<file path="src/rtl/cpu_pkg.sv">
// cpu_pkg: shared branch types, ARM condition codes and NZCV bit positions
package cpu_pkg;
    typedef enum logic [1:0] {BR_NONE, BR_B, BR_CBZ, BR_COND} br_type_e;
    localparam logic [3:0] EQ = 4'h0, NE = 4'h1, HS = 4'h2, LO = 4'h3;
    localparam logic [3:0] MI = 4'h4, PL = 4'h5, VS = 4'h6, VC = 4'h7;
    localparam logic [3:0] HI = 4'h8, LS = 4'h9, GE = 4'hA, LT = 4'hB;
    localparam logic [3:0] GT = 4'hC, LE = 4'hD, AL = 4'hE;
    localparam int FLAG_N = 3;
    localparam int FLAG_Z = 2;
    localparam int FLAG_C = 1;
    localparam int FLAG_V = 0;
endpackage

</file>
<file path="src/rtl/cond_eval.sv">
// cond_eval: combinational ARM condition-code check against an NZCV flag set
module cond_eval
    import cpu_pkg::*;
(
    input  logic [3:0] cond,
    input  logic [3:0] flags,
    output logic       taken
);
    logic n, z, c, v;
    assign n = flags[FLAG_N];
    assign z = flags[FLAG_Z];
    assign c = flags[FLAG_C];
    assign v = flags[FLAG_V];
    always_comb begin
        case (cond)
            EQ:      taken = z;
            NE:      taken = ~z;
            HS:      taken = c;
            LO:      taken = ~c;
            MI:      taken = n;
            PL:      taken = ~n;
            VS:      taken = v;
            VC:      taken = ~v;
            HI:      taken = c & ~z;
            LS:      taken = ~c | z;
            GE:      taken = n == v;
            LT:      taken = n != v;
            GT:      taken = ~z & (n == v);
            LE:      taken = z | (n != v);
            default: taken = 1'b1;
        endcase
    end
endmodule

</file>
<file path="src/rtl/flags_branch_unit.sv">
// flags_branch_unit: NZCV register, branch resolution with registered redirect,
// wrong-path shadow squash and the EX/MEM result register
module flags_branch_unit
    import cpu_pkg::*;
#(
    parameter int DATA_W = 64,
    parameter int SHADOW = 2
) (
    input  logic              clk,
    input  logic              reset,
    input  logic              stall,
    input  logic              flush,
    input  logic              ex_valid,
    input  logic              ex_set_flags,
    input  logic [1:0]        ex_br_type,
    input  logic              ex_cbnz,
    input  logic [3:0]        ex_cond,
    input  logic [DATA_W-1:0] ex_br_target,
    input  logic [4:0]        ex_rd,
    input  logic              ex_reg_write,
    input  logic [DATA_W-1:0] alu_result,
    input  logic              alu_negative,
    input  logic              alu_zero,
    input  logic              alu_overflow,
    input  logic              alu_carry_out,
    output logic [3:0]        flags_q,
    output logic              redirect_valid,
    output logic [DATA_W-1:0] redirect_pc,
    output logic              squash_active,
    output logic              mem_valid,
    output logic [DATA_W-1:0] mem_result,
    output logic [4:0]        mem_rd,
    output logic              mem_reg_write
);
    typedef enum logic {S_IDLE, S_SHADOW} state_e;
    localparam logic [1:0] SHADOW_INIT = 2'(SHADOW);

    state_e     state;
    logic [1:0] cnt;
    logic       commit, taken, cond_ok, cb_ok;
    br_type_e   br;

    cond_eval u_cond (.cond(ex_cond), .flags(flags_q), .taken(cond_ok));

    assign br            = br_type_e'(ex_br_type);
    assign commit        = ex_valid & ~stall & ~flush & (state == S_IDLE);
    assign cb_ok         = ex_cbnz ^ alu_zero;
    assign taken         = commit & ((br == BR_B) | ((br == BR_CBZ) & cb_ok) | ((br == BR_COND) & cond_ok));
    assign squash_active = state == S_SHADOW;

    always_ff @(posedge clk or negedge reset) begin
        if (!reset) begin
            state          <= S_IDLE;
            cnt            <= '0;
            flags_q        <= '0;
            redirect_valid <= 1'b0;
            redirect_pc    <= '0;
            mem_valid      <= 1'b0;
            mem_result     <= '0;
            mem_rd         <= '0;
            mem_reg_write  <= 1'b0;
        end else if (flush) begin
            state          <= S_IDLE;
            cnt            <= '0;
            redirect_valid <= 1'b0;
            mem_valid      <= 1'b0;
            mem_reg_write  <= 1'b0;
        end else begin
            // the pulse is one cycle wide even when the pipe is frozen
            redirect_valid <= taken;
            if (taken) redirect_pc <= ex_br_target;
            if (commit & ex_set_flags) flags_q <= {alu_negative, alu_zero, alu_carry_out, alu_overflow};
            if (!stall) begin
                mem_valid     <= commit;
                mem_result    <= alu_result;
                mem_rd        <= ex_rd;
                mem_reg_write <= commit & ex_reg_write;
                if (state == S_SHADOW) begin
                    cnt <= cnt - 2'd1;
                    if (cnt == 2'd1) state <= S_IDLE;
                end else if (taken) begin
                    state <= S_SHADOW;
                    cnt   <= SHADOW_INIT;
                end
            end
        end
    end
endmodule

</file>
<file path="config.mk">
export PLATFORM = sky130hd
export DESIGN_NAME = flags_branch_unit
export DESIGN_NICKNAME = d
export VERILOG_FILES = /design/src/rtl/cpu_pkg.sv /design/src/rtl/cond_eval.sv /design/src/rtl/flags_branch_unit.sv
export SDC_FILE = /design/constraint.sdc
export NUM_CORES = 1
export LEC_CHECK = 0
export ABC_AREA = 1
export BUFFER_PORTS_ARGS = -buffer_cell sky130_fd_sc_hd__buf_2
export CORE_MARGIN = 5
export CORE_UTILIZATION = 45
export CTS_CLUSTER_SIZE = 10
export DETAILED_ROUTE_END_ITERATION = 6
export PLACE_DENSITY = 0.79
export SYNTH_ARGS = -nofsm -noshare
export SYNTH_HDL_FRONTEND = slang
export SYNTH_HIERARCHICAL = 1
export SYNTH_SLANG_ARGS = --single-unit
</file>
<file path="constraint.sdc">
create_clock -name clk -period 2.47 [get_ports clk]
set_clock_uncertainty 0.15 [all_clocks]
set_input_delay 0.247 -clock clk [delete_from_list [all_inputs] [get_ports clk]]
set_output_delay 0.247 -clock clk [all_outputs]
set_load 0.05 [all_outputs]
</file>
**Word level (Yosys, flattened, before mapping)**

Index checks and enable logic that the tools add are counted.

- Bits in latches: 0
- Bits of input ports: 151
- Memory bits (writable): 0
- Memories kept: 0
- Bits in registers: 143
- Word-level logic and storage cells: 73
- Output and inout bits: 141
- ROM bits: 0

- Equal/unequal tests: 20
- Bitwise operators: 22
- $lt $le $gt $ge: 0
- Multipliers: 0
- Divide/modulo/power cells: 0
- Mux-type cells: 15
- Reduce and logical (&&, ||, !) cells: 6
- Add/sub/neg operators: 1
- Shifts and indexed selects: 0

Operators with widths:

| cell | number |
|---|---|
| 4-bit equality test (second input constant) | 6 |
| 4-bit by 3-bit equality test with 1-bit output (second input constant) | 4 |
| 1-bit one-hot mux with 14 select lines | 1 |
| 1-bit bitwise AND | 10 |
| 1-bit 2-to-1 mux | 10 |
| 4-bit by 2-bit equality test with 1-bit output (second input constant) | 2 |
| 2-bit 2-to-1 mux | 4 |
| 2-bit AND reduction | 4 |
| 1-bit inverter | 7 |
| 2-bit by 1-bit equality test with 1-bit output (second input constant) | 2 |
| 2-bit equality test (second input constant) | 2 |
| 4-bit by 1-bit equality test with 1-bit output (second input constant) | 1 |
| 4-bit zero test | 1 |
| 1-bit bitwise OR | 4 |
| 3-bit nonzero test | 1 |
| 2-bit by 1-bit inequality test with 1-bit output (second input constant) | 1 |
| 2-bit by 1-bit subtractor with 2-bit output (second input constant) | 1 |
| 1-bit equality test | 1 |
| 1-bit inequality test | 1 |
| 1-bit XOR | 1 |

**Logic depth before layout (Yosys ltp)**

Gate-level depths: netlist (run 1).

- Word-level depth: 10
- Depth in mapped cells: 16
- Mapped depth without buffers: 15

**Cells and area by module**

Netlist (run 1), hierarchy kept.

By module, submodules not included:

| module | times used | area an instance (sq um) | cells each |
|---|---|---|---|
| flags_branch_unit | 1 | 5494.0 | 473 |
| cond_eval | 1 | 205.2 | 50 |

**Worst setup path after synthesis (run 1)**

Ideal clock, no wire load.

- Path type: register to register
- From: register flags_q[0]
- To: register redirect_pc[0]
- Setup time: 0.118 ns
- Data arrival time: 1.841 ns
- Stages on the path, launching flop included: 16
- Slack: 0.362 ns
- Path buffers: 2
- Clock period less this slack: 2.108 ns
- Cells stage by stage: dfrtp_1 -> inv_1 -> nand2_1 -> nand3_1 -> nand2_1 -> nand2_1 -> nor2_1 -> nand2_1 -> nor2_1 -> nor2_2 -> nand2_1 -> inv_2 -> buf_6 -> buf_6 -> nand2_1 -> nand2_1

- Word-level cells in the longest chain between the ends: 7
- Elaborated cells between the ends (all ways): 10
- Those cells by class: eq/ne: 2; mux: 1; bitwise: 6; reduce/logical: 1

Ends and longest elaborated chain:

| element | RTL line | source |
|---|---|---|
| from (decl) | flags_branch_unit.sv:26 | `output logic [3:0] flags_q,` |
| from (signal assigned) | flags_branch_unit.sv:72 | `if (commit & ex_set_flags) flags_q <= {alu_negative, alu_zero, alu_carry_out, alu_overflow};` |
| 1-bit inequality test or 1-bit equality test (tied branches) | n/a |  |
| 1-bit bitwise OR or 1-bit bitwise AND (tied branches) | cond_eval.sv:29, cond_eval.sv:28 |  |
| 1-bit one-hot mux with 14 select lines * | cond_eval.sv:15 | `case (cond)` |
| named net cond_ok | flags_branch_unit.sv:40 | `logic commit, taken, cond_ok, cb_ok;` |
| 1-bit bitwise AND * | flags_branch_unit.sv:48 | `assign taken = commit & ((br == BR_B) \| ((br == BR_CBZ) & cb_ok) \| ((br == BR_COND) & cond_ok));` |
| 1-bit bitwise OR * | flags_branch_unit.sv:48 |  |
| 1-bit bitwise AND * | flags_branch_unit.sv:48 |  |
| 2-bit AND reduction (no line) * | n/a |  |
| to (signal assigned) | flags_branch_unit.sv:71 | `if (taken) redirect_pc <= ex_br_target;` |
| to (decl) | flags_branch_unit.sv:28 | `output logic [DATA_W-1:0] redirect_pc,` |

Mark *: on every way through the listed nets, which the timed path passes. The rest lies on a longest branch.
A chain may end at the register's enable or synchronous reset.

**Final worst setup path (run 1)**

- From: register flags_q[3]
- To: register redirect_pc[42]

The elaborated chain is that of the path after synthesis.

==> flow_metrics.tcl, run 1 <==
set metrics [dict create \
    maxSlewViolCount 0 \
    synth_top_area_share_pct 62.8 \
    viasPerCell 4.83 \
    via_count 5507 \
    worstMarginPinSlew_ps 533 \
    finalSetupViolations 0 \
    status "finished, final reports clean" \
    arrival_ps 2450 \
    synth_area_leader_cell "dfrtp_1" \
    syn_area_um2 5700 \
    post_synth.cell_area_avg_um2 10.9 \
    fin_util_pct 74.3 \
    power.switching_w 0.00348 \
    clk_pin_slew_ps 60 \
    leakage_nw 4.93 \
    finish.net_count 1107 \
    dr.pass1.iters 4 \
    grt_max_degree 75 \
    syn-num-nets 675 \
    yosysMostFrequentCell "nand2_1" \
    post_cts_buffers 0 \
    p_clk_share_pct 30.1 \
    cts.sinks 143 \
    synth_flop_cell "dfrtp_1" \
    antenna_found_initial 1 \
    start_util_pct 45.5 \
    final.period_utilization_pct 91.4 \
    finalNonFillerCells 1141 \
    dp.cells 969 \
    fillers 811 \
    synthTopCellsByArea "dfrtp_1 63%, nand2_1 15%, mux2_2 14%" \
    hpwl_um 11100 \
    combPwrFrac_pct 34.8 \
    cts_buffers 17 \
    grt_pass1_vias 5947 \
    timing.setup.tns_ps 0 \
    ys_types 18 \
    ir_worst_vdd_mv 0.856 \
    cp-end-kind "register" \
    clockRootBuffer "clkbuf_16" \
    syn-instance-count 523 \
    crit_type "reg2reg" \
    p_per_area_nw_per_um2 928 \
    startpoint_type "register" \
    synth.yosys.seq_area_share_pct 62.8 \
    hp-class "in2reg" \
    yosys-top-cells-count "231 x nand2_1, 143 x dfrtp_1, 72 x mux2_2" \
    clockBufferDepth 2 \
    wl_per_cell_um 17.1 \
    die_area_um2 15000 \
    grt-ovfl-total 0 \
    yosys_warnings 6 \
    maxSlewHeadroom_pct 64.4 \
    p_seq_share_pct 35.1 \
    rsz0062_at_grt "false" \
    hold-worst-slack_ps 40.0 \
    htreeDepth 4 \
    drt_wl_total_um 19500 \
    clk_latency_ps 400 \
    port-buffer-count 291 \
    drive_gt1_share_pct 42.1 \
    drv_cap 0 \
    postCtsHoldBufs 139 \
    grt.total_usage_pct 26.2 \
    hold_violations 0 \
    seq_area_um2 3580 \
    drtAntennaViolNets 0 \
    worstPathMaxFanout 47 \
    yosys_register_bits 143 \
    fp-row-count 41 \
    cts_tree "built" \
    drc 0 \
    cts_resized 0 \
    total_power_w 0.00862 \
    timing.fmax_mhz 443 \
    area_delta_synth_final_pct 63.1 \
    io_pins 292 \
    die_y_um 123 \
    synthArstFlopShare_pct 100 \
    core_area_um2 12500 \
    p_int_w 0.00514 \
    min_period_ps 2260 \
    gp_congestion 0.865 \
    drt-initial-drc-count 321 \
    cp.required_ps 2660 \
    dieWidth_um 123 \
    grt_pass1_wl_um 30100 \
    p_sw_share_pct 40.4 \
    multi_input_area_um2 1870 \
    synth-edff-count 0 \
]
-- final timing paths --
kind | startpoint | to | depth (start not counted) | slack (ps)
worst max-delay path | flags_q[3] | redirect_pc[42] | 13 | 210
worst min-delay path | stall | mem_valid | 4 | 40
worst max register to register | flags_q[3] | redirect_pc[42] | 13 | 210
worst min register to register | redirect_pc[2] | redirect_pc[2] | 2 | 320
max in group asynchronous | reset | redirect_pc[10] | 3 | 1300
min in group asynchronous | reset | redirect_pc[44] | 2 | 220
-- cell type report --
type | instances | share of cell area, %
clock inverters | 13 | 1.63
repair buffers | 435 | 31.8
flip-flops and latches | 143 | 38.5
diodes | 1 | 0.0269
clock buffers | 19 | 4.87
inverters | 18 | 0.727
well taps | 172 | 2.32
multi-input cells | 340 | 20.2
-- placed cells by master (no fill, tap or decap), types with 2 or more instances in the layout --
cell type,n
nand2_1,230
nor2_2,2
clkbuf_8,2
clkbuf_16,17
dlygate4sd3_1,139
dfrtp_1,143
clkinvlp_4,3
inv_2,2
inv_1,16
a21oi_1,4
mux2_2,72
bufinv_16,2
inv_6,3
nor2_1,13
nand3_1,12
clkinv_4,3
nand2_2,2
buf_2,290
buf_12,5
-- worst max-delay path, cell delays in order, from the launching register on --
cell,delay [ps]
dfrtp_1,420
inv_1,80
nand2_1,90
nand3_1,100
a21oi_1,170
nor2_1,80
nand2_1,70
nor2_1,60
nor2_2,100
nand2_2,90
inv_2,280
buf_12,270
nand2_1,110
nand2_1,100
-- flip-flops by register name (all words and copies together) (netlist names) --
name / flops
cnt: 2
flags_q: 4
mem_rd: 5
mem_reg_write: 1
mem_result: 64
mem_valid: 1
redirect_pc: 64
redirect_valid: 1
squash_active: 1
-- cells by family (layout without fill, tap and decap cells) --
kind of cell               after synthesis  in the layout  share of synthesized area, %
adders and majority gates                1              1                         0.220
DFF                                    143            143                          62.8
other                                    0              1                             0
AOI/OAI and AO/OA                        6              6                         0.615
buffers and inverters                   40            485                          4.52
muxes                                   72             72                          14.2
and+or+nand+nor                        261            261                          17.6
-- routing by layer --
metal | vias to the layer above | share of wire [%] | track usage, %
li1 | 2516 | - | -
met1 | 2628 | 35 | 27.8
met2 | 287 | 52 | 47.2
met3 | 76 | 8.0 | 8.80
met4 | 0 | 4.9 | 11.8
met5 | - | 0 | 0
-- power groups by stage --
| stage | clock network (W) | logic, W | registers, W |
|---|---|---|---|
| after detailed placement | 0 | 0.00278 | 0.00302 |
| after floorplan | 0 | 0.000482 | 0.00454 |
| after global routing | 0.00275 | 0.00314 | 0.00307 |
| after global placement | 0 | 0.00274 | 0.00301 |
| final | 0.00260 | 0.00300 | 0.00302 |
| after CTS | 0.00263 | 0.00296 | 0.00300 |
-- per-stage QoR --
stage / instance area [µm²] / setup WS, ps
after floorplan: 5700 / 362
after global placement: 7300 / 467
after detailed placement: 7300 / 395
after CTS: 9290 / 312
after global routing: 9300 / 82.2
final: 9300 / 213
Note: power is estimated with default switching activity, not from simulation.
==> run 2, diff against run 1 <==
- RECOVER_POWER: not set -> 100
==> run 2 against run 1 <==
Count of clock-buffer cells in the layout did not move. Critical path depth unchanged. Largest cell class unchanged. Sequential cell count is the same. Clock power is essentially flat. Fmax up 0.81%. Routed wire length about the same. Critical path type unchanged. Via count down 1.1%.
==> flow_metrics.tcl, run 2 (synthesis gave the netlist of run 1 again) <==
set metrics [dict create \
    status "finished, final reports clean" \
    rsz0062_at_grt "false" \
    drive_gt1_share_pct 26.8 \
    dp.cells 969 \
    min_period_ps 2240 \
    drt-initial-drc-count 345 \
    start_util_pct 45.5 \
    grt.total_usage_pct 26.2 \
    worstMarginPinSlew_ps 1420 \
    postCtsHoldBufs 139 \
    dieWidth_um 123 \
    cts_tree "built" \
    hp-class "in2reg" \
    die_area_um2 15000 \
    finish.net_count 1107 \
    fillers 924 \
    startpoint_type "register" \
    cts_resized 0 \
    leakage_nw 4.49 \
    arrival_ps 2430 \
    worstPathMaxFanout 47 \
    reg.largest.list "mem_result x64, redirect_pc x64, mem_rd x5" \
    fin_util_pct 72.6 \
    area_delta_synth_final_pct 59.5 \
    viasPerCell 4.78 \
    die_y_um 123 \
    fp-row-count 41 \
    cp.required_ps 2660 \
    gp_congestion 0.865 \
    hold_violations 0 \
    seq_area_um2 3580 \
    grt-ovfl-total 0 \
    via_count 5449 \
    finalNonFillerCells 1141 \
    clk_latency_ps 400 \
    maxSlewHeadroom_pct 5.13 \
    final.period_utilization_pct 90.6 \
    dr.pass1.iters 5 \
    timing.fmax_mhz 447 \
    cts_buffers 17 \
    final_cell_mix "230 x nand2_1, 148 x buf_2, 143 x dfrtp_1" \
    timing.setup.tns_ps 0 \
    finalSetupViolations 0 \
    grt_pass1_wl_um 30100 \
    grt_pass1_vias 5947 \
    htreeDepth 4 \
    cts.sinks 143 \
    clockRootBuffer "clkbuf_16" \
    wl_per_cell_um 17.1 \
    drt_wl_total_um 19500 \
    multi_input_area_um2 1860 \
    cp-end-kind "register" \
    crit_type "reg2reg" \
    drtAntennaViolNets 0 \
    drv_cap 0 \
    p_per_area_nw_per_um2 936 \
    final_common_cell "nand2_1" \
    port-buffer-count 291 \
    hpwl_um 11100 \
    clockBufferDepth 2 \
    maxSlewViolCount 0 \
    ir_worst_vdd_mv 0.844 \
    io_pins 292 \
    antenna_found_initial 1 \
    clk_pin_slew_ps 60 \
    grt_max_degree 75 \
    post_cts_buffers 0 \
    final_area_um2 9090 \
    drc 0 \
    core_area_um2 12500 \
    postPlaceCellArea_um2 7300 \
]
run 2: cell types whose count changed in the layout (fill, tap and decap cells not counted), sizes merged:
cell    delta
clkbuf   +144
buf      -144
run 2: worst max-delay path: stages, from the launching register on:
cell and delay (ps):
dfrtp_1 420, inv_1 80, nand2_1 90, nand3_1 100, a21oi_1 160, nor2_1 70, nand2_1 70, nor2_1 60
nor2_2 100, nand2_2 90, inv_2 280, buf_12 270, nand2_1 110, nand2_1 100
run 2: worst paths after layout:
kind,start,endpoint,slack [ps],cells after the start
max,flags_q[3],redirect_pc[42],230,13
min,stall,mem_valid,20,4
max reg2reg,flags_q[3],redirect_pc[42],230,13
min reg2reg,redirect_pc[2],redirect_pc[2],330,2
max in group asynchronous,reset,redirect_pc[10],670,3
min in group asynchronous,reset,redirect_pc[39],570,2
run 2: final cells by class:
type | count | area share, %
clock inverters | 13 | 1.67
flip-flops and latches | 143 | 39.4
well taps | 172 | 2.37
clock buffers | 19 | 4.98
multi-input cells | 340 | 20.5
inverters | 18 | 0.743
repair buffers | 435 | 30.3
diodes | 1 | 0.0275
run 2: per-stage QoR:
step / power [W] / hold WS (ps) / setup WS [ps]
2_1_floorplan: 0.00502 / -199 / 362
3_3_place_gp: 0.00576 / 91.0 / 467
3_5_place_dp: 0.00580 / 92.7 / 395
4_1_cts: 0.00858 / 13.9 / 312
5_1_grt: 0.00884 / 35.8 / 79.7
6_report: 0.00851 / 20.8 / 231
run 2: power breakdown:
group	switching (W)	internal [W]
sequential	0.000269	0.00277
combinational	0.00219	0.000680
clock	0.00104	0.00156
run 2: routing by layer:
metal / GRT usage [%] / wire length [µm] / vias up
li1: - / - / 2514
met1: 27.8 / 6860 / 2572
met2: 47.2 / 10300 / 296
met3: 8.80 / 1540 / 67
met4: 11.8 / 847 / 0
met5: 0 / 0 / -
==> run 3, diff against run 2 <==
- REMOVE_ABC_BUFFERS: not set -> 1
==> run 3 against run 2 <==
The flow now finishes with violations (max-capacitance violations, max-slew violations). Critical path depth did not move. Register-to-register slack better by 40 ps. Sequential cell count did not move. Count of clock-buffer cells in the layout up 3. Final cell count is 0.26% higher. Routed wire length up 4.0%. Clock power fell by 2%. Sequential power about the same. Highest routed layer unchanged.
==> flow_metrics.tcl, run 3 (synthesis gave the netlist of run 1 again) <==
set metrics [dict create \
    hold-worst-slack_ps 58.3 \
    place_ws_ps 436 \
    gp_congestion 0.867 \
    drt-initial-drc-count 405 \
    p_per_area_nw_per_um2 935 \
    die_area_um2 15000 \
    timing.setup.tns_ps 0 \
    hold_violations 0 \
    dieWidth_um 123 \
    dr.pass1.iters 5 \
    cts_resized 0 \
    crit_type "reg2reg" \
    cp-end-kind "register" \
    maxSlewHeadroom_pct -11.5 \
    finalNonFillerCells 1144 \
    grt-ovfl-total 0 \
    cts_tree "built" \
    fp-row-count 41 \
    final_cell_mix "230 x nand2_1, 148 x buf_2, 147 x clkbuf_1" \
    p_seq_share_pct 35.9 \
    clockBufferDepth 2 \
    worstMarginPinSlew_ps 1670 \
    drt_wl_total_um 20300 \
    final_common_cell "nand2_1" \
    grt.total_usage_pct 27.5 \
    cts_buffers 17 \
    core_area_um2 12500 \
    post_cts_buffers 0 \
    fin_util_pct 72.6 \
    grt_max_degree 66 \
    rsz0062_at_grt "false" \
    combPwrFrac_pct 34.0 \
    startpoint_type "register" \
    grt_util_met3_pct 8.29 \
    worstPathMaxFanout 39 \
    hp-class "in2reg" \
    postCtsHoldBufs 139 \
    status "finished, violations left" \
    arrival_ps 2390 \
    timing.fmax_mhz 456 \
    finish.net_count 1110 \
    finalSetupViolations 0 \
    wl_per_cell_um 17.8 \
    ff2ff_setup_slack_ps 270 \
    min_period_ps 2200 \
    grt-busiest-layer "met2" \
    viasPerCell 4.97 \
    grt_pass1_vias 6061 \
    drv_cap 1 \
    use_met2_pct 47.6 \
    port-buffer-count 291 \
    drive_gt1_share_pct 26.7 \
    cts.sinks 143 \
    ir_worst_vdd_mv 0.693 \
    clk_latency_ps 410 \
    drtAntennaViolNets 0 \
    met1_usage_pct 30.2 \
    violations "max-capacitance violations, max-slew violations" \
    fin_ws_ps 275 \
    p_int_w 0.00507 \
    drc 0 \
    antenna_found_initial 0 \
    clockRootBuffer "clkbuf_16" \
    dp.cells 972 \
    clk_pin_slew_ps 60 \
    p_clk_share_pct 30.1 \
    die_y_um 123 \
    p_sw_share_pct 40.4 \
    via_count 5686 \
    leakage_nw 4.49 \
    maxSlewViolCount 64 \
    io_pins 292 \
    reg.largest.list "mem_result x64, redirect_pc x64, mem_rd x5" \
    power.switching_w 0.00344 \
    cp.required_ps 2670 \
    area_delta_synth_final_pct 59.5 \
    start_util_pct 45.5 \
    final.period_utilization_pct 88.9 \
    grt_pass1_wl_um 31500 \
    hpwl_um 11300 \
    htreeDepth 4 \
]
## run 3: final timing paths
check                                     start              end  depth (start not counted)
worst max-delay path                 flags_q[3]   redirect_pc[2]                         13
worst min-delay path                      stall        mem_valid                          4
worst max register to register       flags_q[3]   redirect_pc[2]                         13
worst min register to register  redirect_pc[47]  redirect_pc[47]                          2
max in group asynchronous                 reset   mem_result[54]                          2
min in group asynchronous                 reset   mem_result[38]                          2
## run 3: power groups by stage
stage | Sequential (W) | Clock, W | Combinational (W)
after global routing | 0.00310 | 0.00270 | 0.00302
after detailed placement | 0.00303 | 0 | 0.00279
after global placement | 0.00303 | 0 | 0.00274
after floorplan | 0.00454 | 0 | 0.000468
after CTS | 0.00301 | 0.00259 | 0.00296
final | 0.00305 | 0.00256 | 0.00289
## run 3: area by class of cell
class,count,area [µm²]
inverter,18,67.6
timing repair buffer,438,2770
clock buffer,22,454
tap,172,215
sequential,143,3580
fill,881,3430
clock inverter,10,136
antenna,1,2.50
multi-input combinational,340,1860
## run 3: stage by stage
step | total power, W | instance area (µm²)
6_report | 0.00850 | 9090
4_1_cts | 0.00856 | 9290
3_3_place_gp | 0.00577 | 7310
2_1_floorplan | 0.00501 | 5510
3_5_place_dp | 0.00582 | 7310
5_1_grt | 0.00882 | 9090
## run 3: routing by layer
layer / vias up / wire length (µm)
li1: 2534 / -
met1: 2674 / 7070
met2: 394 / 10200
met3: 84 / 2180
met4: 0 / 866
met5: - / 0
## run 3: worst max-delay path: stages, from the launching register on
cell and delay [ps]:
dfrtp_1 430, inv_1 80, nand2_1 80, nand3_1 110, nand2_1 90, nand2_1 40, nor2_1 80, nand2_1 50
nor2_1 120, nor2_2 50, nand2_2 110, clkbuf_4 430, nand2_1 160, nand2_1 120
